### config.mk
export PLATFORM = sky130hd
export DESIGN_NAME = alu_scoreboard
export DESIGN_NICKNAME = d
export VERILOG_FILES = /design/src/rtl/alu_pkg.sv /design/src/rtl/alu_ref_model.sv /design/src/rtl/alu_scoreboard.sv
export SDC_FILE = /design/constraint.sdc
export NUM_CORES = 1
export LEC_CHECK = 0
export CORE_MARGIN = 4
export CORE_UTILIZATION = 35
export DETAILED_ROUTE_END_ITERATION = 10
export HOLD_SLACK_MARGIN = 0.06
export PLACE_DENSITY_LB_ADDON = 0.25
export SLEW_MARGIN = 20
export SYNTH_ARGS = -nofsm -noshare
export SYNTH_HDL_FRONTEND = slang
export SYNTH_SLANG_ARGS = --single-unit
### constraint.sdc
create_clock -name clk -period 14.7 [get_ports clk]
set_clock_uncertainty 0.05 [all_clocks]
set_input_delay 1.47 -clock clk [delete_from_list [all_inputs] [get_ports clk]]
set_output_delay 1.47 -clock clk [all_outputs]
set_load 0.02 [all_outputs]
### src/rtl/alu_pkg.sv
`default_nettype none
// ============================================================================
//  Module      : alu_pkg
//  Description : Shared definitions for the ALU response scoreboard:
//                opcode encodings, flag bit indices, mismatch-record
//                field offsets and the scoreboard state type.
//  Revision    : 1.0  initial release
// ============================================================================
package alu_pkg;

   // Opcode map; everything above OP_LAST is illegal
   localparam logic [3:0] OP_ADD  = 4'd0;
   localparam logic [3:0] OP_SUB  = 4'd1;
   localparam logic [3:0] OP_AND  = 4'd2;
   localparam logic [3:0] OP_OR   = 4'd3;
   localparam logic [3:0] OP_XOR  = 4'd4;
   localparam logic [3:0] OP_SLT  = 4'd5;
   localparam logic [3:0] OP_LAST = 4'd5;

   // Flag vector layout {carry, zero, negative, overflow}
   localparam int NUM_FLAGS = 4;
   localparam int FLAG_C    = 3;
   localparam int FLAG_Z    = 2;
   localparam int FLAG_N    = 1;
   localparam int FLAG_V    = 0;

   // Mismatch record {opcode, exp_result, dut_result, exp_flags, dut_flags}
   localparam int ERR_DUT_FLAGS_LSB = 0;
   localparam int ERR_EXP_FLAGS_LSB = NUM_FLAGS;
   localparam int ERR_DUT_RES_LSB   = 2 * NUM_FLAGS;

   function automatic int err_exp_res_lsb(input int width);
      return 2 * NUM_FLAGS + width;
   endfunction

   function automatic int err_op_lsb(input int width);
      return 2 * NUM_FLAGS + 2 * width;
   endfunction

   function automatic int err_rec_w(input int width);
      return 4 + 2 * width + 2 * NUM_FLAGS;
   endfunction

   typedef enum logic [0:0] {
      ST_RUN  = 1'b0,
      ST_HALT = 1'b1
   } sb_state_t;

endpackage
`default_nettype wire

### src/rtl/alu_ref_model.sv
`default_nettype none
// ============================================================================
//  Module      : alu_ref_model
//  Description : Combinational golden model of the ALU. Produces the result
//                and {carry, zero, negative, overflow} flags expected for a
//                given operand pair and opcode, and flags illegal opcodes.
//  Revision    : 1.0  initial release
//  Ports       : a, b        operands (WIDTH)
//                opcode      4-bit opcode
//                exp_result  expected result (WIDTH)
//                exp_flags   expected flags {C,Z,N,V}
//                illegal     opcode outside the legal map
// ============================================================================
module alu_ref_model
   import alu_pkg::*;
#(
   parameter int WIDTH = 32
) (
   input  logic [WIDTH-1:0]     a,
   input  logic [WIDTH-1:0]     b,
   input  logic [3:0]           opcode,
   output logic [WIDTH-1:0]     exp_result,
   output logic [NUM_FLAGS-1:0] exp_flags,
   output logic                 illegal
);

   logic [WIDTH:0] w_sum;
   logic [WIDTH:0] w_diff;
   logic           w_carry;
   logic           w_ovf;

   always_comb begin
      // Extra top bit holds the carry-out / borrow
      w_sum      = {1'b0, a} + {1'b0, b};
      w_diff     = {1'b0, a} - {1'b0, b};
      exp_result = '0;
      w_carry    = 1'b0;
      w_ovf      = 1'b0;
      illegal    = 1'b0;
      case (opcode)
         OP_ADD: begin
            exp_result = w_sum[WIDTH-1:0];
            w_carry    = w_sum[WIDTH];
            w_ovf      = (a[WIDTH-1] == b[WIDTH-1]) && (w_sum[WIDTH-1] != a[WIDTH-1]);
         end
         OP_SUB: begin
            exp_result = w_diff[WIDTH-1:0];
            w_carry    = w_diff[WIDTH];   // borrow, i.e. a < b unsigned
            w_ovf      = (a[WIDTH-1] != b[WIDTH-1]) && (w_diff[WIDTH-1] != a[WIDTH-1]);
         end
         OP_AND:  exp_result = a & b;
         OP_OR:   exp_result = a | b;
         OP_XOR:  exp_result = a ^ b;
         OP_SLT:  exp_result = {{(WIDTH-1){1'b0}}, ($signed(a) < $signed(b))};
         default: illegal = 1'b1;
      endcase
      exp_flags         = '0;
      exp_flags[FLAG_C] = w_carry;
      exp_flags[FLAG_Z] = (exp_result == '0);
      exp_flags[FLAG_N] = exp_result[WIDTH-1];
      exp_flags[FLAG_V] = w_ovf;
   end

endmodule
`default_nettype wire

### src/rtl/alu_scoreboard.sv
`default_nettype none
// ============================================================================
//  Module      : alu_scoreboard
//  Description : Response checker for the ALU interface. Captures one
//                transaction per handshake, recomputes the expected result
//                with alu_ref_model one cycle later, counts pass / fail /
//                skip (illegal opcode) and queues mismatch records in a FIFO.
//                Halts after MAX_ERR fails (0 = never) until clear.
//  Revision    : 1.0  initial release
//  Macro       : ALU_SB_FLAGS_EN - when defined, flags must match as well as
//                the result; otherwise only the result is compared.
//  Ports       : clk, rst_n                 clock, async active-low reset
//                in_valid/in_ready          transaction handshake
//                A, B, opcode               ALU stimulus
//                result, carry, zero,
//                negative, overflow         ALU response
//                clear                      sync clear of counters/FIFO/HALT
//                pass/fail/skip_count       saturating counters (CNT_W)
//                halted                     HALT state indicator
//                err_valid/err_ready        mismatch FIFO pop handshake
//                err_data                   head mismatch record
// ============================================================================
module alu_scoreboard
   import alu_pkg::*;
#(
   parameter int WIDTH      = 32,
   parameter int FIFO_DEPTH = 4,
   parameter int MAX_ERR    = 8,
   parameter int CNT_W      = 16
) (
   input  logic                          clk,
   input  logic                          rst_n,
   input  logic                          in_valid,
   output logic                          in_ready,
   input  logic [WIDTH-1:0]              A,
   input  logic [WIDTH-1:0]              B,
   input  logic [3:0]                    opcode,
   input  logic [WIDTH-1:0]              result,
   input  logic                          carry,
   input  logic                          zero,
   input  logic                          negative,
   input  logic                          overflow,
   input  logic                          clear,
   output logic [CNT_W-1:0]              pass_count,
   output logic [CNT_W-1:0]              fail_count,
   output logic [CNT_W-1:0]              skip_count,
   output logic                          halted,
   output logic                          err_valid,
   input  logic                          err_ready,
   output logic [err_rec_w(WIDTH)-1:0]   err_data
);

   localparam int c_rec_w = err_rec_w(WIDTH);
   localparam int c_aw    = $clog2(FIFO_DEPTH);
   localparam int c_cw    = c_aw + 1;

   sb_state_t r_state, w_state_nxt;
   logic      r_live;   // low until the first edge after reset release

   // Stage 1 capture
   logic                 r_s1_valid;
   logic [WIDTH-1:0]     r_s1_a, r_s1_b, r_s1_res;
   logic [3:0]           r_s1_op;
   logic [NUM_FLAGS-1:0] r_s1_flags;
   logic [NUM_FLAGS-1:0] w_in_flags;

   // Golden model outputs
   logic [WIDTH-1:0]     w_exp_res;
   logic [NUM_FLAGS-1:0] w_exp_flags;
   logic                 w_illegal;

   logic w_take, w_fire, w_match, w_pass, w_fail, w_skip, w_pop, w_hit_max;
   logic [CNT_W:0] w_fail_inc;

   // Mismatch FIFO
   logic [c_rec_w-1:0] r_mem [FIFO_DEPTH];
   logic [c_aw-1:0]    r_wr_ptr, r_rd_ptr;
   logic [c_cw-1:0]    r_count;
   logic [c_cw-1:0]    w_occupancy;
   logic [c_rec_w-1:0] w_rec;

   alu_ref_model #(.WIDTH(WIDTH)) u_ref (
      .a          (r_s1_a),
      .b          (r_s1_b),
      .opcode     (r_s1_op),
      .exp_result (w_exp_res),
      .exp_flags  (w_exp_flags),
      .illegal    (w_illegal)
   );

   always_comb begin
      w_in_flags         = '0;
      w_in_flags[FLAG_C] = carry;
      w_in_flags[FLAG_Z] = zero;
      w_in_flags[FLAG_N] = negative;
      w_in_flags[FLAG_V] = overflow;
   end

   // Counting the stage-1 entry as occupied reserves a FIFO slot for it,
   // so a mismatch can never find the FIFO full.
   assign w_occupancy = r_count + c_cw'(r_s1_valid);
   assign in_ready    = r_live && (r_state == ST_RUN) && (w_occupancy < c_cw'(FIFO_DEPTH));
   assign w_take      = in_valid && in_ready && !clear;
   assign w_fire      = r_s1_valid && !clear;

`ifdef ALU_SB_FLAGS_EN
   assign w_match = (r_s1_res == w_exp_res) && (r_s1_flags == w_exp_flags);
`else
   assign w_match = (r_s1_res == w_exp_res);
`endif

   assign w_skip = w_fire && w_illegal;
   assign w_pass = w_fire && !w_illegal && w_match;
   assign w_fail = w_fire && !w_illegal && !w_match;

   assign err_valid = (r_count != '0);
   assign err_data  = err_valid ? r_mem[r_rd_ptr] : '0;
   assign w_pop     = err_valid && err_ready && !clear;
   assign halted    = (r_state == ST_HALT);

   // The fail that brings the count up to MAX_ERR triggers the halt
   assign w_fail_inc = {1'b0, fail_count} + {{CNT_W{1'b0}}, 1'b1};
   assign w_hit_max  = (MAX_ERR != 0) && (w_fail_inc == (CNT_W+1)'(MAX_ERR));

   always_comb begin
      w_rec = '0;
      w_rec[ERR_DUT_FLAGS_LSB +: NUM_FLAGS]  = r_s1_flags;
      w_rec[ERR_EXP_FLAGS_LSB +: NUM_FLAGS]  = w_exp_flags;
      w_rec[ERR_DUT_RES_LSB +: WIDTH]        = r_s1_res;
      w_rec[err_exp_res_lsb(WIDTH) +: WIDTH] = w_exp_res;
      w_rec[err_op_lsb(WIDTH) +: 4]          = r_s1_op;
   end

   // FSM
   always_comb begin
      w_state_nxt = r_state;
      if (clear) begin
         w_state_nxt = ST_RUN;
      end else if ((r_state == ST_RUN) && w_fail && w_hit_max) begin
         w_state_nxt = ST_HALT;
      end
   end

   always_ff @(posedge clk or negedge rst_n) begin
      if (!rst_n) begin
         r_state <= ST_RUN;
         r_live  <= 1'b0;
      end else begin
         r_state <= w_state_nxt;
         r_live  <= 1'b1;
      end
   end

   // Stage 1
   always_ff @(posedge clk or negedge rst_n) begin
      if (!rst_n) begin
         r_s1_valid <= 1'b0;
         r_s1_a     <= '0;
         r_s1_b     <= '0;
         r_s1_res   <= '0;
         r_s1_op    <= '0;
         r_s1_flags <= '0;
      end else begin
         r_s1_valid <= w_take;
         if (w_take) begin
            r_s1_a     <= A;
            r_s1_b     <= B;
            r_s1_res   <= result;
            r_s1_op    <= opcode;
            r_s1_flags <= w_in_flags;
         end
      end
   end

   // Saturating counters
   always_ff @(posedge clk or negedge rst_n) begin
      if (!rst_n) begin
         pass_count <= '0;
         fail_count <= '0;
         skip_count <= '0;
      end else if (clear) begin
         pass_count <= '0;
         fail_count <= '0;
         skip_count <= '0;
      end else begin
         if (w_pass && (pass_count != '1)) pass_count <= pass_count + 1'b1;
         if (w_fail && (fail_count != '1)) fail_count <= fail_count + 1'b1;
         if (w_skip && (skip_count != '1)) skip_count <= skip_count + 1'b1;
      end
   end

   // FIFO control; pointers wrap naturally as FIFO_DEPTH is a power of 2
   always_ff @(posedge clk or negedge rst_n) begin
      if (!rst_n) begin
         r_wr_ptr <= '0;
         r_rd_ptr <= '0;
         r_count  <= '0;
      end else if (clear) begin
         r_wr_ptr <= '0;
         r_rd_ptr <= '0;
         r_count  <= '0;
      end else begin
         if (w_fail) r_wr_ptr <= r_wr_ptr + 1'b1;
         if (w_pop)  r_rd_ptr <= r_rd_ptr + 1'b1;
         if (w_fail && !w_pop)      r_count <= r_count + 1'b1;
         else if (!w_fail && w_pop) r_count <= r_count - 1'b1;
      end
   end

   // Storage needs no reset: err_data is masked while the FIFO is empty
   always_ff @(posedge clk) begin
      if (w_fail) r_mem[r_wr_ptr] <= w_rec;
   end

endmodule
`default_nettype wire

## Yosys cells after proc, flatten, opt, wreduce, memory -nomap -nowiden

Memories as Yosys holds them, arrays and structs flattened.
Index checks and enable logic that the tools add are counted.

| storage, ports and cells | value |
|---|---|
| word-level logic and storage cells | 103 |
| flip-flop bits (word level) | 162 |
| bits of input ports | 109 |
| memories | 1 |
| bits in writable memories | 304 |
| output and inout port bits | 127 |

| cells by class | value |
|---|---|
| eq/ne operators | 14 |
| bitwise gates (word level) | 4 |
| muxes and demuxes | 22 |
| reductions and logical operators | 35 |
| $lt $le $gt $ge | 2 |
| add/sub/neg operators | 11 |

Memory list:

| name | depth | width | read ports | clocked after Yosys merged registers in | write ports | RTL line | RTL |
|---|---|---|---|---|---|---|---|
| r_mem | 4 | 76 | 1 | 0 | 1 | alu_scoreboard.sv:76 | `logic [c_rec_w-1:0] r_mem [FIFO_DEPTH];` |

Operators by type and width:

| kind | count |
|---|---|
| case mux 32 bit (6 select lines) | 1 |
| 2-to-1 mux 16 bit | 6 |
| 2-to-1 mux 76 bit | 1 |
| adder 16 x 1 -> 16 bit (second input constant) | 3 |
| != test 16 bit (second input constant) | 3 |
| adder 32 x 32 -> 33 bit | 1 |
| subtractor 32 x 32 -> 33 bit | 1 |
| bitwise AND 32 bit | 1 |
| equality test 32 bit | 1 |
| zero test 32 bit | 1 |
| less-than comparator 32 bit | 1 |
| OR 32 bit | 1 |
| bitwise XOR 32 bit | 1 |
| logical AND 1 bit | 20 |
| adder 16 x 1 -> 17 bit (second input constant) | 1 |
| equality test 17 x 4 -> 1 bit (second input constant) | 1 |
| nonzero test 2 bit | 6 |
| 2-to-1 mux 3 bit | 3 |
| equality test 4 x 2 -> 1 bit (second input constant) | 2 |
| equality test 4 x 3 -> 1 bit (second input constant) | 2 |
| 2-to-1 mux 2 bit | 4 |
| nonzero test 3 bit | 2 |
| OR reduction 6 bit | 1 |
| 2-to-1 mux 1 bit | 5 |
| 12 further kinds | 19 |

## Logic depth before layout (Yosys ltp)

| depth | value |
|---|---|
| depth after elaboration | 10 |
| depth in mapped cells | 20 |
| depth with buffers taken out | 19 |

## By module

From an unflattened synthesis, not the netlist that was laid out.

| second synthesis, totals | value |
|---|---|
| cell total of the unflattened synthesis | 2037 |
| area, all modules | 25165.4 µm² |

Modules (own cells, without submodules):

| module | sequential area each (µm²) | cells an instance | times used | area an instance (µm²) |
|---|---|---|---|---|
| alu_scoreboard | 13182.6 | 1132 | 1 | 19187.2 |
| alu_ref_model | 0.0 | 905 | 1 | 5978.2 |

## Least setup slack after synthesis

Ideal clock, no wire load.

| timing path | value |
|---|---|
| kind | reg2reg |
| start | register r_s1_a[0] |
| end | memory r_mem[0][0] in the netlist's numbering (enable) |
| required time | 14.208 ns |
| data arrival time | 5.424 ns |
| cell stages (with the launch flop) | 19 |
| clock period less this slack | 5.916 ns |
| buffers on the path | 2 |
| setup time | 0.442 ns |
| slack | 8.784 ns |
| cells stage by stage | dfrtp_1 -> inv_1 -> ha_1 -> inv_1 -> fa_1 -> nor2b_1 -> o21a_1 -> o211a_1 -> o31a_1 -> or4b_2 -> mux2i_1 -> a2111oi_0 -> nand4b_1 -> nor4_1 -> and3b_1 -> buf_2 -> a21oi_1 -> buf_2 -> and2_1 |

| on the way | value |
|---|---|
| cells in the longest elaborated chain, start to end | 7 |
| elaborated cells between the ends (all ways) | 12 |
| classes of those cells | add/sub: 2; order compare: 1; eq/ne: 1; mux: 3; bitwise: 3; reduce/logical: 2 |

RTL lines:

| what | RTL line | RTL |
|---|---|---|
| start: declaration | alu_scoreboard.sv:62 | `logic [WIDTH-1:0] r_s1_a, r_s1_b, r_s1_res;` |
| start signal: assignment | alu_scoreboard.sv:158 | `r_s1_a <= '0;` |
| start signal: assignment | alu_scoreboard.sv:166 | `r_s1_a <= A;` |
| subtractor 32 x 32 -> 33 bit (tied with other cells) | alu_ref_model.sv:35 | `w_diff = {1'b0, a} - {1'b0, b};` |
| case mux 32 bit (6 select lines) * | alu_ref_model.sv:40 | `case (opcode)` |
| equality test 32 bit * | alu_scoreboard.sv:109 | `assign w_match = (r_s1_res == w_exp_res);` |
| zero test 1 bit * | alu_scoreboard.sv:114 | `assign w_fail = w_fire && !w_illegal && !w_match;` |
| logical AND 1 bit * | alu_scoreboard.sv:114 |  |
| 2-to-1 mux 1 bit * | alu_scoreboard.sv:212 | `if (w_fail) r_mem[r_wr_ptr] <= w_rec;` |
| 2-to-1 mux 1 bit (not written as such) * | alu_scoreboard.sv:212 |  |
| end: declaration | alu_scoreboard.sv:76 |  |

Every way passes the cells marked *; elsewhere a longest branch is shown, timed or not.

## Final worst setup path

| timing path | value |
|---|---|
| start | register r_s1_op[0] |
| end | memory r_mem[0][54] in the netlist's numbering (enable) |

| on the way | value |
|---|---|
| cells in the longest elaborated chain, start to end | 7 |
| elaborated cells between the ends (all ways) | 14 |
| classes of those cells | eq/ne: 6; mux: 3; reduce/logical: 5 |

RTL lines:

| what | RTL line | RTL |
|---|---|---|
| start: declaration | alu_scoreboard.sv:63 | `logic [3:0] r_s1_op;` |
| start signal: assignment | alu_scoreboard.sv:169 | `r_s1_op <= opcode;` |
| equality test 4 x 3 -> 1 bit (tied with other cells) | alu_ref_model.sv:40 |  |
| case mux 32 bit (6 select lines) * | alu_ref_model.sv:40 |  |
| named net u_ref.exp_result[9] | alu_ref_model.sv:22 | `output logic [WIDTH-1:0] exp_result,` |
| equality test 32 bit * | alu_scoreboard.sv:109 |  |
| zero test 1 bit * | alu_scoreboard.sv:114 |  |
| logical AND 1 bit * | alu_scoreboard.sv:114 |  |
| 2-to-1 mux 1 bit * | alu_scoreboard.sv:212 |  |
| 2-to-1 mux 1 bit (not written as such) * | alu_scoreboard.sv:212 |  |

The timed path passes the listed nets; every way through them passes the cells marked *.

==> key figures <==
Run status
  • Outcome: finished, final reports clean

Cells and area
  • Fillers: 6760
  • # nets final: 2648
  • Area growth from synthesis to layout: 19.6%
  • Ratio of cells with drive above 1 in the final layout: 10.7%
  • Final core utilization: 42.4%

Floorplanning
  • Initial Util: between 30% and 40%
  • Die height: 277 um
  • DIE AREA: 77000 um^2
  • Core area: 71700 um^2
  • Die X: 277 um
  • Core Rows: 98
  • IO Count: 236

Critical path
  • Startpoint types: register
  • Crit path top cell by count: buf_4
  • Crit path kind: register to register
  • Cell chain of the critical path: buf_4, clkinv_1, or3_1, buf_4, o32a_1, a32oi_1, xor2_1, nor4_1, nand4_1, nor4_1, and3b_1, a21oi_1, and2_4, buf_4
  • Critical path endpoint category: register
  • Critical path's top delay family: simple AND/OR/NAND/NOR gates
  • CP Max Fanout: 81
  • WP data arrival: ~7 ns
  • CP bufs+invs: 4
  • Reg2Reg Setup Slack: around 7.9 ns
  • Slowest stage cell, crit path: or3_1
  • Slowest stage delay, CP: 0.73 ns
  • Worst EP required: 14.89 ns

Logic synthesis
  • Post-synthesis xor/xnor area fraction: 1.78%
  • Main synth FF type: edfxtp_1
  • Largest family of logic cells by synthesized area: simple AND/OR/NAND/NOR gates
  • Post-synth ARST share: 35.1%
  • Post-synthesis adder-cell area fraction: 5.70%
  • Seq cells post-synth: 462
  • Yosys warning count: 0
  • Synth Area in Compound Gates: 13.9%
  • EDFF count, synth: 300
  • Mapped Cells: ~2200
  • Unique masters post-synth: 95
  • Average size of a mapped cell: 11.4 um^2
  • Sequential area share after synthesis: 51.4%
  • Mapped cell area: 25400 um^2
  • Multiplexer area fraction after synthesis: under 10%
  • Mapped Nets: 2459
  • Simple-Gate Fraction of Synth Area: 14.2%

GRT
  • First-pass GRT wire length: between 100000 and 150000 um
  • Grt total ovfl: 0
  • Vias in the first global route: 18900
  • Pin count of the biggest net entering global routing: 84
  • Antenna violations before repair: 1
  • Total track usage: 19.9%

Clock network
  • Number of clock sinks: 462
  • Reg clk slew, reported paths: 0.06 ns
  • Clk root buf: clkbuf_16
  • Total CTS buffers: 51
  • Maximum clock insertion buffer count: 3
  • CTS H-Tree Depth: 2
  • Worst skew pair latency: 0.62 ns
  • Post CTS Setup Buffer Count: 0
  • CTS tree: yes
  • Post-CTS resize count: 0
  • Post-CTS Hold Fix Bufs: 0

Power and ir drop
  • Logic pwr share: between 40% and 50%
  • P_int: 3460 uW
  • Sw Ratio: 42.5%
  • Sequential share of power: 30.1%
  • Power Density: 198 nW/um^2
  • Clock power frac: 21.3%
  • Sw power: 2550 uW
  • Lkg Pwr: 0.0110 uW
  • Peak supply drop: about 130 uV

Drt
  • Met1 WL: around 35000 um
  • Wire length on met2: 37000 um
  • Remaining antenna violation count after routing: 0
  • Post-DR wirelength/cell: 22.9 um
  • Pre-Repair DR Iteration Count: 5
  • Vias: approximately 19000
  • Met3 WL: 4410 um
  • Top Layer Used: met4
  • Initial DRC count: 1579
  • Drt drc: 0
  • WL final: 78300 um
  • Via density per instance: 5.54

STA
  • RSZ-0062 raised after global routing: false
  • Final setup viols: 0
  • Slew @ Worst Pin: about 1.2 ns
  • Worst slew margin: 21.4%
  • Fin crit share: 46.2%
  • Final worst path period need: ~6.8 ns
  • Slew Viols, Final: 0
  • Fin Setup TNS: 0 ns
  • Hold Vio Cnt, Final: 0
  • FMAX: 147 MHz

Place
  • Buffers on Ports: between 200 and 250
  • GPL Wtd Cong: around 0.96
  • DP HPWL: 56800 um

Worst hold path
  • Hold WC Path Type: register to register

Run
  • Max cap viols: 0
[logic make-up (layout without fill, tap and decap cells)]
group | after synthesis | in the layout
simple gates | 695 | 695
compound gates | 533 | 533
buf+inv | 251 | 482
mux | 130 | 130
fa+ha+maj | 114 | 114
other cells | 1 | 3
xor+xnor | 50 | 50
flops | 462 | 462
[state kept, by name (all words and copies together), names as in the netlist]
| register | cells |
|---|---|
| r_mem | 300 |
| r_s1_a | 32 |
| r_s1_b | 32 |
| r_s1_res | 32 |
| fail_count | 16 |
| pass_count | 16 |
| skip_count | 16 |
| r_s1_flags | 4 |
| r_s1_op | 4 |
| r_count | 3 |
| r_rd_ptr | 2 |
| r_wr_ptr | 2 |
| halted | 1 |
| r_live | 1 |
| r_s1_valid | 1 |
[metrics by stage]
| step | hold slack [ns] | setup WS (ns) | cells | area [um^2] | power (uW) |
|---|---|---|---|---|---|
| finish | 0.486 | 7.91 | 3419 | 30400 | 6010 |
| global route | 0.504 | 7.42 | 3418 | 30400 | 6370 |
| CTS | 0.485 | 7.75 | 3416 | 30400 | 6030 |
| detailed placement | 0.471 | 7.78 | 3321 | 28700 | 4730 |
| global placement | 0.455 | 7.89 | 3321 | 28600 | 4700 |
| floorplan | 0.421 | 8.78 | 2236 | 25400 | 3640 |
[worst paths after layout]
kind / to / cells past startpoint / from
max in group asynchronous: r_s1_res[4] / 3 / rst_n
worst min register to register: r_mem[3][0] / 0 / r_s1_flags[0]
worst min-delay path: r_mem[3][0] / 0 / r_s1_flags[0]
min in group asynchronous: pass_count[0] / 1 / rst_n
worst max register to register: r_mem[0][54] / 14 / r_s1_op[0]
worst max-delay path: r_mem[0][54] / 14 / r_s1_op[0]
[worst reg2reg max path, cell delays in order, from the launching register on]
cell      delay (ns)
dfrtp_2         0.34
buf_4           0.65
clkinv_1        0.59
or3_1           0.74
buf_4           0.32
o32a_1          0.36
a32oi_1         0.47
xor2_1          0.14
nor4_1          0.37
nand4_1         0.18
nor4_1          0.50
and3b_1         0.47
a21oi_1         0.37
and2_4          0.39
buf_4           0.43
[power by group through the flow]
stage | Sequential, uW | Clock, uW | Combinational, uW
after floorplan | 1750 | 0 | 1890
after global placement | 1850 | 0 | 2850
after detailed placement | 1860 | 0 | 2870
after CTS | 1840 | 1310 | 2880
after global routing | 1830 | 1370 | 3160
final | 1810 | 1280 | 2920
[synth_stat cells (7+ instances only)]
master | number | area, um^2
edfxtp_1 | 300 | 9010
nand2_1 | 180 | 676
dfrtp_1 | 162 | 4050
o21ai_0 | 144 | 721
inv_1 | 124 | 465
nor2_1 | 121 | 454
ha_1 | 111 | 1390
a21oi_1 | 102 | 510
and2_1 | 95 | 594
mux4_2 | 75 | 1690
clkbuf_1 | 70 | 263
nand3_1 | 56 | 280
mux2_2 | 41 | 462
nor3_1 | 39 | 195
o211ai_1 | 37 | 278
nand4_1 | 36 | 225
nor4_1 | 34 | 213
buf_2 | 31 | 155
a211oi_1 | 29 | 218
o31ai_1 | 26 | 195
xnor2_1 | 26 | 228
nor2b_1 | 23 | 144
xor2_1 | 23 | 201
a31oi_1 | 22 | 138
or3_1 | 20 | 125
and3_1 | 19 | 119
o21a_1 | 19 | 143
buf_1 | 18 | 67.6
a21o_1 | 16 | 120
o31a_1 | 16 | 140
mux2i_1 | 14 | 140
or4_1 | 14 | 105
a211o_1 | 11 | 96.3
nand2b_1 | 10 | 62.6
o2111ai_1 | 9 | 78.8
or2_2 | 9 | 56.3
and4_1 | 7 | 61.3
nand3b_1 | 7 | 52.6
o21bai_1 | 7 | 52.6
o22ai_1 | 7 | 43.8
[area by class of cell]
class | count | area (um^2) | share of cell area, %
Timing Repair Buffer | 260 | 2560 | 8.43
Clock buffer | 62 | 1370 | 4.50
Clock inverter | 33 | 330 | 1.09
Antenna cell | 2 | 5.00 | 0.0165
Sequential cell | 462 | 13100 | 43.0
Inverter | 127 | 477 | 1.57
Tap cell | 950 | 1190 | 3.91
Multi-Input combinational cell | 1523 | 11400 | 37.5
[cell usage in the layout, fill, tap and decap left out, drive strengths merged, types with 8 or more instances in the layout]
cell type,Yosys,routed
and2,95,95
o2111ai,9,9
and3,19,19
or2,13,13
o21ai,147,147
nand2,180,180
a21oi,104,104
nor3,40,40
nor2,121,121
edfxtp,300,300
mux2i,14,14
nand4,36,36
o31a,16,16
o211ai,37,37
nor2b,23,23
a21boi,8,8
a211o,11,11
buf,54,26
ha,111,111
nand2b,10,10
xnor2,26,26
nand3,57,57
o31ai,27,27
clkdlybuf4s50,0,234
mux4,75,75
xor2,23,23
dfrtp,162,162
nor4,37,37
or3,20,20
a211oi,29,29
o21a,19,19
a31oi,22,22
clkbuf,70,62
or4,14,14
a21o,16,16
inv,125,125
mux2,41,41
clkinv,2,27
[layer usage]
metal	track usage (%)	vias to the layer above
li1	-	8755
met1	28.3	9513
met2	32.2	584
met3	2.76	100
met4	4.89	0
met5	0	-
Note: power is estimated with default switching activity, not from simulation.
==> edit 1, RTL diff (same settings) <==
Put one more register stage on the output `fail_count`, cleared by the reset. The value now appears one clock later. The other outputs are not delayed to match.
--- a/src/rtl/alu_scoreboard.sv
+++ b/src/rtl/alu_scoreboard.sv
@@ -54,6 +54,8 @@
    localparam int c_aw    = $clog2(FIFO_DEPTH);
    localparam int c_cw    = c_aw + 1;
 
+   logic [CNT_W-1:0] fail_count_s0;
+
    sb_state_t r_state, w_state_nxt;
    logic      r_live;   // low until the first edge after reset release
 
@@ -119,7 +121,7 @@
    assign halted    = (r_state == ST_HALT);
 
    // The fail that brings the count up to MAX_ERR triggers the halt
-   assign w_fail_inc = {1'b0, fail_count} + {{CNT_W{1'b0}}, 1'b1};
+   assign w_fail_inc = {1'b0, fail_count_s0} + {{CNT_W{1'b0}}, 1'b1};
    assign w_hit_max  = (MAX_ERR != 0) && (w_fail_inc == (CNT_W+1)'(MAX_ERR));
 
    always_comb begin
@@ -176,15 +178,15 @@
    always_ff @(posedge clk or negedge rst_n) begin
       if (!rst_n) begin
          pass_count <= '0;
-         fail_count <= '0;
+         fail_count_s0 <= '0;
          skip_count <= '0;
       end else if (clear) begin
          pass_count <= '0;
-         fail_count <= '0;
+         fail_count_s0 <= '0;
          skip_count <= '0;
       end else begin
          if (w_pass && (pass_count != '1)) pass_count <= pass_count + 1'b1;
-         if (w_fail && (fail_count != '1)) fail_count <= fail_count + 1'b1;
+         if (w_fail && (fail_count_s0 != '1)) fail_count_s0 <= fail_count_s0 + 1'b1;
          if (w_skip && (skip_count != '1)) skip_count <= skip_count + 1'b1;
       end
    end
@@ -212,6 +214,14 @@
       if (w_fail) r_mem[r_wr_ptr] <= w_rec;
    end
 
+   always_ff @(posedge clk or negedge rst_n) begin
+      if (!rst_n) begin
+         fail_count <= '0;
+      end else begin
+         fail_count <= fail_count_s0;
+      end
+   end
+
 endmodule
 `default_nettype wire
 
Check against the original RTL: not equivalent (Yosys sat finds a counterexample within 4 cycles, from zero or initial values and one cycle with rst_n low).
==> edit 1 against the original RTL <==
  * Global-route usage decreased by 0.34 points
  * Sequential cell count rose by 16
  * Cell area increased by 0.45%
  * Routed wire length shrank 0.77%
  * Power is 2.3% higher
  * Setup slack gained 0.17 ns
  * Synthesized area increased by 0.31%
  * Non-clock buffer count shrank 2
  * Largest power group unchanged
==> edit 1: results (changes against the original RTL) <==
| Metric | Value |
|---|---|
| Avg Synthesized Cell Area | `11.6 µm² (+2.2%)` |
| Drt wl/cell | `23.0 µm (+0.55%)` |
| First-pass GRT wire length | `118000 µm (-1.6%)` |
| Clock Power Share | `0.220 (+0.007)` |
| Netlist cell types | `97 (+2.1%)` |
| Inserted Diodes | `0 (-2)` |
| Run status | `finished clean` |
| Sequential Power | `1.93 mW (+7%)` |
| DRT iter0 DRCs | `1752 (+11%)` |
| Leading post-synthesis cells by cell area | `edfxtp_1 35%, dfrtp_1 17%, mux4_2 6.6%, ha_1 5.4%, nand2_1 2.6%` |
| Asr flop ratio synth | `0.372 (+0.0217)` |
| Final Net Count | `2602 (-1.7%)` |
| Vias/cell | `5.54 (about the same)` |
| Crit-path max FO | `29 (-64%)` |
| Gpl congestion | `0.926 (-3.1%)` |
| Internal | `3.54 mW (+2.4%)` |
| Sequential fraction of the synthesis area | `0.528 (+0.0141)` |
| Synthesized Nets | `2417 (-1.7%)` |
| Initial antenna violation count | `0 (-1)` |
| Global-route usage over all layers | `0.195 (-0.00335)` |
| Pre-CTS setup slack | `8.13 ns (+0.347 ns)` |
| Path depth of the worst reg2reg path | `15 (+1)` |
| P_clk | `1.36 mW (+6%)` |
| Largest net degree at the start of global routing | `88 (+4.8%)` |
| Cells after DPL | `3274 (-1.4%)` |
| Fraction of layout cells with a size suffix above 1 | `0.111 (+0.00395)` |
| Vias | `18700 (-1.3%)` |
| Arr. time, crit path | `7.09 ns (+0.11 ns)` |
| Peak VDD IR | `105 µV (-18%)` |
| Commonest cells in the netlist | `300 x edfxtp_1, 178 x dfrtp_1, 174 x nand2_1` |
==> edit 1: critical path, stage by stage (launching register included) <==
cell and delay [ns]:
dfrtp_1 0.86, or4b_1 0.95, o311ai_1 0.30, a21oi_1 0.09, o211ai_2 0.31, xnor2_1 0.17, o2111ai_1 0.13, or4_4 0.58
a2111oi_4 0.34, nand4_1 0.28, nor4_4 0.51, a21o_1 0.75, nor3_1 0.14, fa_1 0.46, or3_1 0.37, a31oi_1 0.17
==> edit 1: cell families after synthesis <==
logic type               share of synthesized area
AO/OA/AOI/OAI                                0.129
XOR/XNOR                                    0.0206
adder cells (fa/ha/maj)                     0.0568
buffers and inverters                       0.0385
flip-flops                                   0.528
multiplexers                                0.0900
other                                     0.000147
AND/OR/NAND/NOR                              0.136
==> edit 1: layout make-up <==
class	count	area, µm²	share of cell area
clock inverter	29	332	0.0109
timing repair buffer	258	2520	0.0827
sequential	478	13500	0.441
tap	950	1190	0.0389
multi-input combinational	1471	11100	0.364
clock buffer	71	1460	0.0477
inverter	117	439	0.0144
==> edit 1: worst paths after layout <==
path,start,end,slack (ns)
setup / recovery,r_s1_op[2],r_count[1],8.08
hold / removal,fail_count_s0[4],fail_count[4],0.40
setup reg to reg,r_s1_op[2],r_count[1],8.08
hold reg to reg,fail_count_s0[4],fail_count[4],0.40
max in group asynchronous,rst_n,r_s1_b[8],11.84
min in group asynchronous,rst_n,fail_count[0],0.77
==> edit 1: per-layer routing <==
| layer | vias to the layer above | wire [µm] | track usage |
|---|---|---|---|
| li1 | 8550 | - | - |
| met1 | 9407 | 33700 | 0.267 |
| met2 | 649 | 37400 | 0.326 |
| met3 | 95 | 4890 | 0.0322 |
| met4 | 0 | 1730 | 0.0485 |
| met5 | - | 0 | 0 |
==> edit 2, RTL diff (config.mk and constraints unchanged) <==
Made on the original files. Build with the macro `ALU_SB_FLAGS_EN` defined.
--- a/src/rtl/alu_scoreboard.sv
+++ b/src/rtl/alu_scoreboard.sv
@@ -20,6 +20,8 @@
 //                err_valid/err_ready        mismatch FIFO pop handshake
 //                err_data                   head mismatch record
 // ============================================================================
+`define ALU_SB_FLAGS_EN
+
 module alu_scoreboard
    import alu_pkg::*;
 #(
Formal check against the unedited RTL: not equivalent (Yosys sat finds a counterexample within 4 cycles, from zero or initial values and one cycle with rst_n low).
==> edit 2 against the original RTL <==
  * First-iteration DRC count grew 6.6%
  * Power is 4.5% higher
  * Sequential power increased by 4%
  * Synthesized area up 0.82%
  * Routed wire length up 5.1%
  * Cell area rose by 0.92%
  * Combinational power is 5% higher
  * Die area up 0.79%
  * Sequential cell count stayed put
  * Sequential share of layout area shrank 0.39 points
  * Setup slack worse by 0.25 ns
  * Critical path type unchanged
  * Largest cell class unchanged
  * Highest routed layer unchanged
==> edit 2: results (changes against the original RTL) <==
| Metric | Value |
|---|---|
| Final Net Count | `2698 (+1.9%)` |
| Drt wl/cell | `23.7 µm (+3.5%)` |
| Multiplexer area fraction after synthesis | `0.0891 (-0.00107)` |
| Crit-path max FO | `12 (-85%)` |
| DP HPWL | `59500 µm (+4.7%)` |
| Peak VDD IR | `111 µV (-12%)` |
| Run status | `finished clean` |
| Global-route usage over all layers | `0.205 (+0.00652)` |
| First-pass GRT wire length | `124000 µm (+3.3%)` |
| Fraction of layout cells with a size suffix above 1 | `0.109 (+0.00217)` |
| Gpl congestion | `0.930 (-2.7%)` |
| Leading post-synthesis cells by cell area | `edfxtp_1 35%, dfrtp_1 16%, mux4_2 6.6%, ha_1 5.4%, nand2_1 2.9%` |
| Largest net degree at the start of global routing | `91 (+8.3%)` |
| Delay of the slowest cell on the worst path | `0.96 ns (+0.23 ns)` |
| Commonest cells in the netlist | `300 x edfxtp_1, 201 x nand2_1, 162 x dfrtp_1` |
| Vias | `19600 (+3.6%)` |
| Synth Area in Compound Gates | `0.141 (+0.00121)` |
| Arr. time, crit path | `7.46 ns (+0.48 ns)` |
| Clk slew on worst S/H paths | `0.06 ns (about the same)` |
| Setup crit end | `r_count[2]` |
| R2r setup slk | `7.66 ns (-0.25 ns)` |
| IO buf count | `235 (unchanged)` |
| Netlist cell types | `94 (-1.1%)` |
| Hold Path Class | `reg2reg` |
| Rel. slew slack | `0.183 (-0.0304)` |
| Path depth of the worst reg2reg path | `20 (+6)` |
| Max clock buf depth | `3 (unchanged)` |
| CTS Buf Count | `52 (+2.0%)` |
| XOR/XNOR share of the synthesized area | `0.0154 (-0.00239)` |
| Filler cells | `6774 (+0.21%)` |
| Synth Area in Adders | `0.0561 (-0.000950)` |
| DRT iter0 DRCs | `1683 (+6.6%)` |
| Cells after DPL | `3372 (+1.5%)` |
| Slowest-stage cell, CP | `nor3_1` |
| Synthesized Nets | `2512 (+2.2%)` |
| Sequential fraction of the synthesis area | `0.510 (-0.00417)` |
| Asr flop ratio synth | `0.351 (unchanged)` |
| Leak | `11.0 nW (+0.34%)` |
| Post-Synthesis Cells | `2290 (+2.4%)` |
| Delay-heaviest family, CP | `compound AO/OA/AOI/OAI gates` |
| Number of synthesized flops with an enable pin | `300 (unchanged)` |
| Vias/cell | `5.65 (+2.0%)` |
| Vias in the first global route | `19500 (+3.3%)` |
| Initial antenna violation count | `4 (+3)` |
| Clock latency on the worst-skew pair | `0.61 ns` |
| Primary FF master, synth | `edfxtp_1` |
| RR Startpoint | `r_s1_a[1]` |
-- edit 2: cell count changes after synthesis, sizes merged, moves of 10 or more --
cell / change
inv: +11
o211ai: +12
buf: -20
clkbuf: +21
nand2: +21
o31a: -10
nor2: +11
-- edit 2: final cells by class --
cell class                 instances  area share
inverter                         136      0.0166
multi-input combinational       1567       0.379
antenna                            3    0.000245
clock buffer                      74      0.0474
timing repair buffer             257      0.0823
clock inverter                    23     0.00947
sequential                       462       0.426
tap                              950      0.0388
-- edit 2: metrics by stage --
| stage | hold WS (ns) | instance area, µm² | setup WS, ns |
|---|---|---|---|
| final | 0.514 | 30700 | 7.66 |
| after global routing | 0.538 | 30700 | 7.46 |
| after CTS | 0.519 | 30600 | 7.54 |
| after detailed placement | 0.503 | 28900 | 7.56 |
| after global placement | 0.490 | 28900 | 7.70 |
| after floorplan | 0.426 | 25600 | 8.25 |
-- edit 2: layer usage --
| layer | part of all wire | global-route usage | vias to the layer above |
|---|---|---|---|
| met2 | 0.46 | 0.325 | 635 |
| li1 | - | - | 8937 |
| met3 | 0.056 | 0.0266 | 149 |
| met4 | 0.035 | 0.0701 | 0 |
| met1 | 0.45 | 0.292 | 9905 |
| met5 | 0 | 0 | - |
-- edit 2: power breakdown --
group / switching (mW) / total, mW / internal [mW] / leakage, nW
Combinational: 1.98 / 3.08 / 1.11 / 5.40
Clock: 0.537 / 1.32 / 0.780 / 0.844
Sequential: 0.220 / 1.89 / 1.67 / 4.78
Total: 2.73 / 6.29 / 3.55 / 11.0
-- edit 2: cells by family after synthesis --
group | count (synthesis)
xor gates and xnor gates | 45
adders and majority gates | 113
DFF | 462
buffers and inverters | 261
and+or+nand+nor | 737
other | 1
muxes | 129
AOI/OAI and AO/OA | 542
-- edit 2: worst register-to-register path: stages, from the launching register on --
cell	delay, ns
dfrtp_1	0.41
inv_1	0.18
ha_1	0.30
a211oi_1	0.65
o21a_1	0.37
nor2_1	0.14
o21ai_0	0.55
a2111oi_0	0.23
nor3_1	0.96
a21oi_1	0.19
nor4b_1	0.34
nand4b_1	0.20
nor4_4	0.36
o21a_1	0.47
nor3_1	0.13
fa_1	0.47
nand4_1	0.12
o21ai_0	0.10
a41oi_1	0.17
o21ai_0	0.10
or4_1	0.43
-- edit 2: worst min path at each step --
stage	startpoint	endpoint	depth (start not counted)
2_1_floorplan	r_s1_res[29]	r_mem[0][37]	0
4_1_cts	r_s1_res[20]	r_mem[1][28]	0
6_report	skip_count[14]	skip_count[14]	2
5_1_grt	r_s1_res[29]	r_mem[1][37]	0
3_3_place_gp	r_s1_res[20]	r_mem[2][28]	0
3_5_place_dp	skip_count[14]	skip_count[14]	2
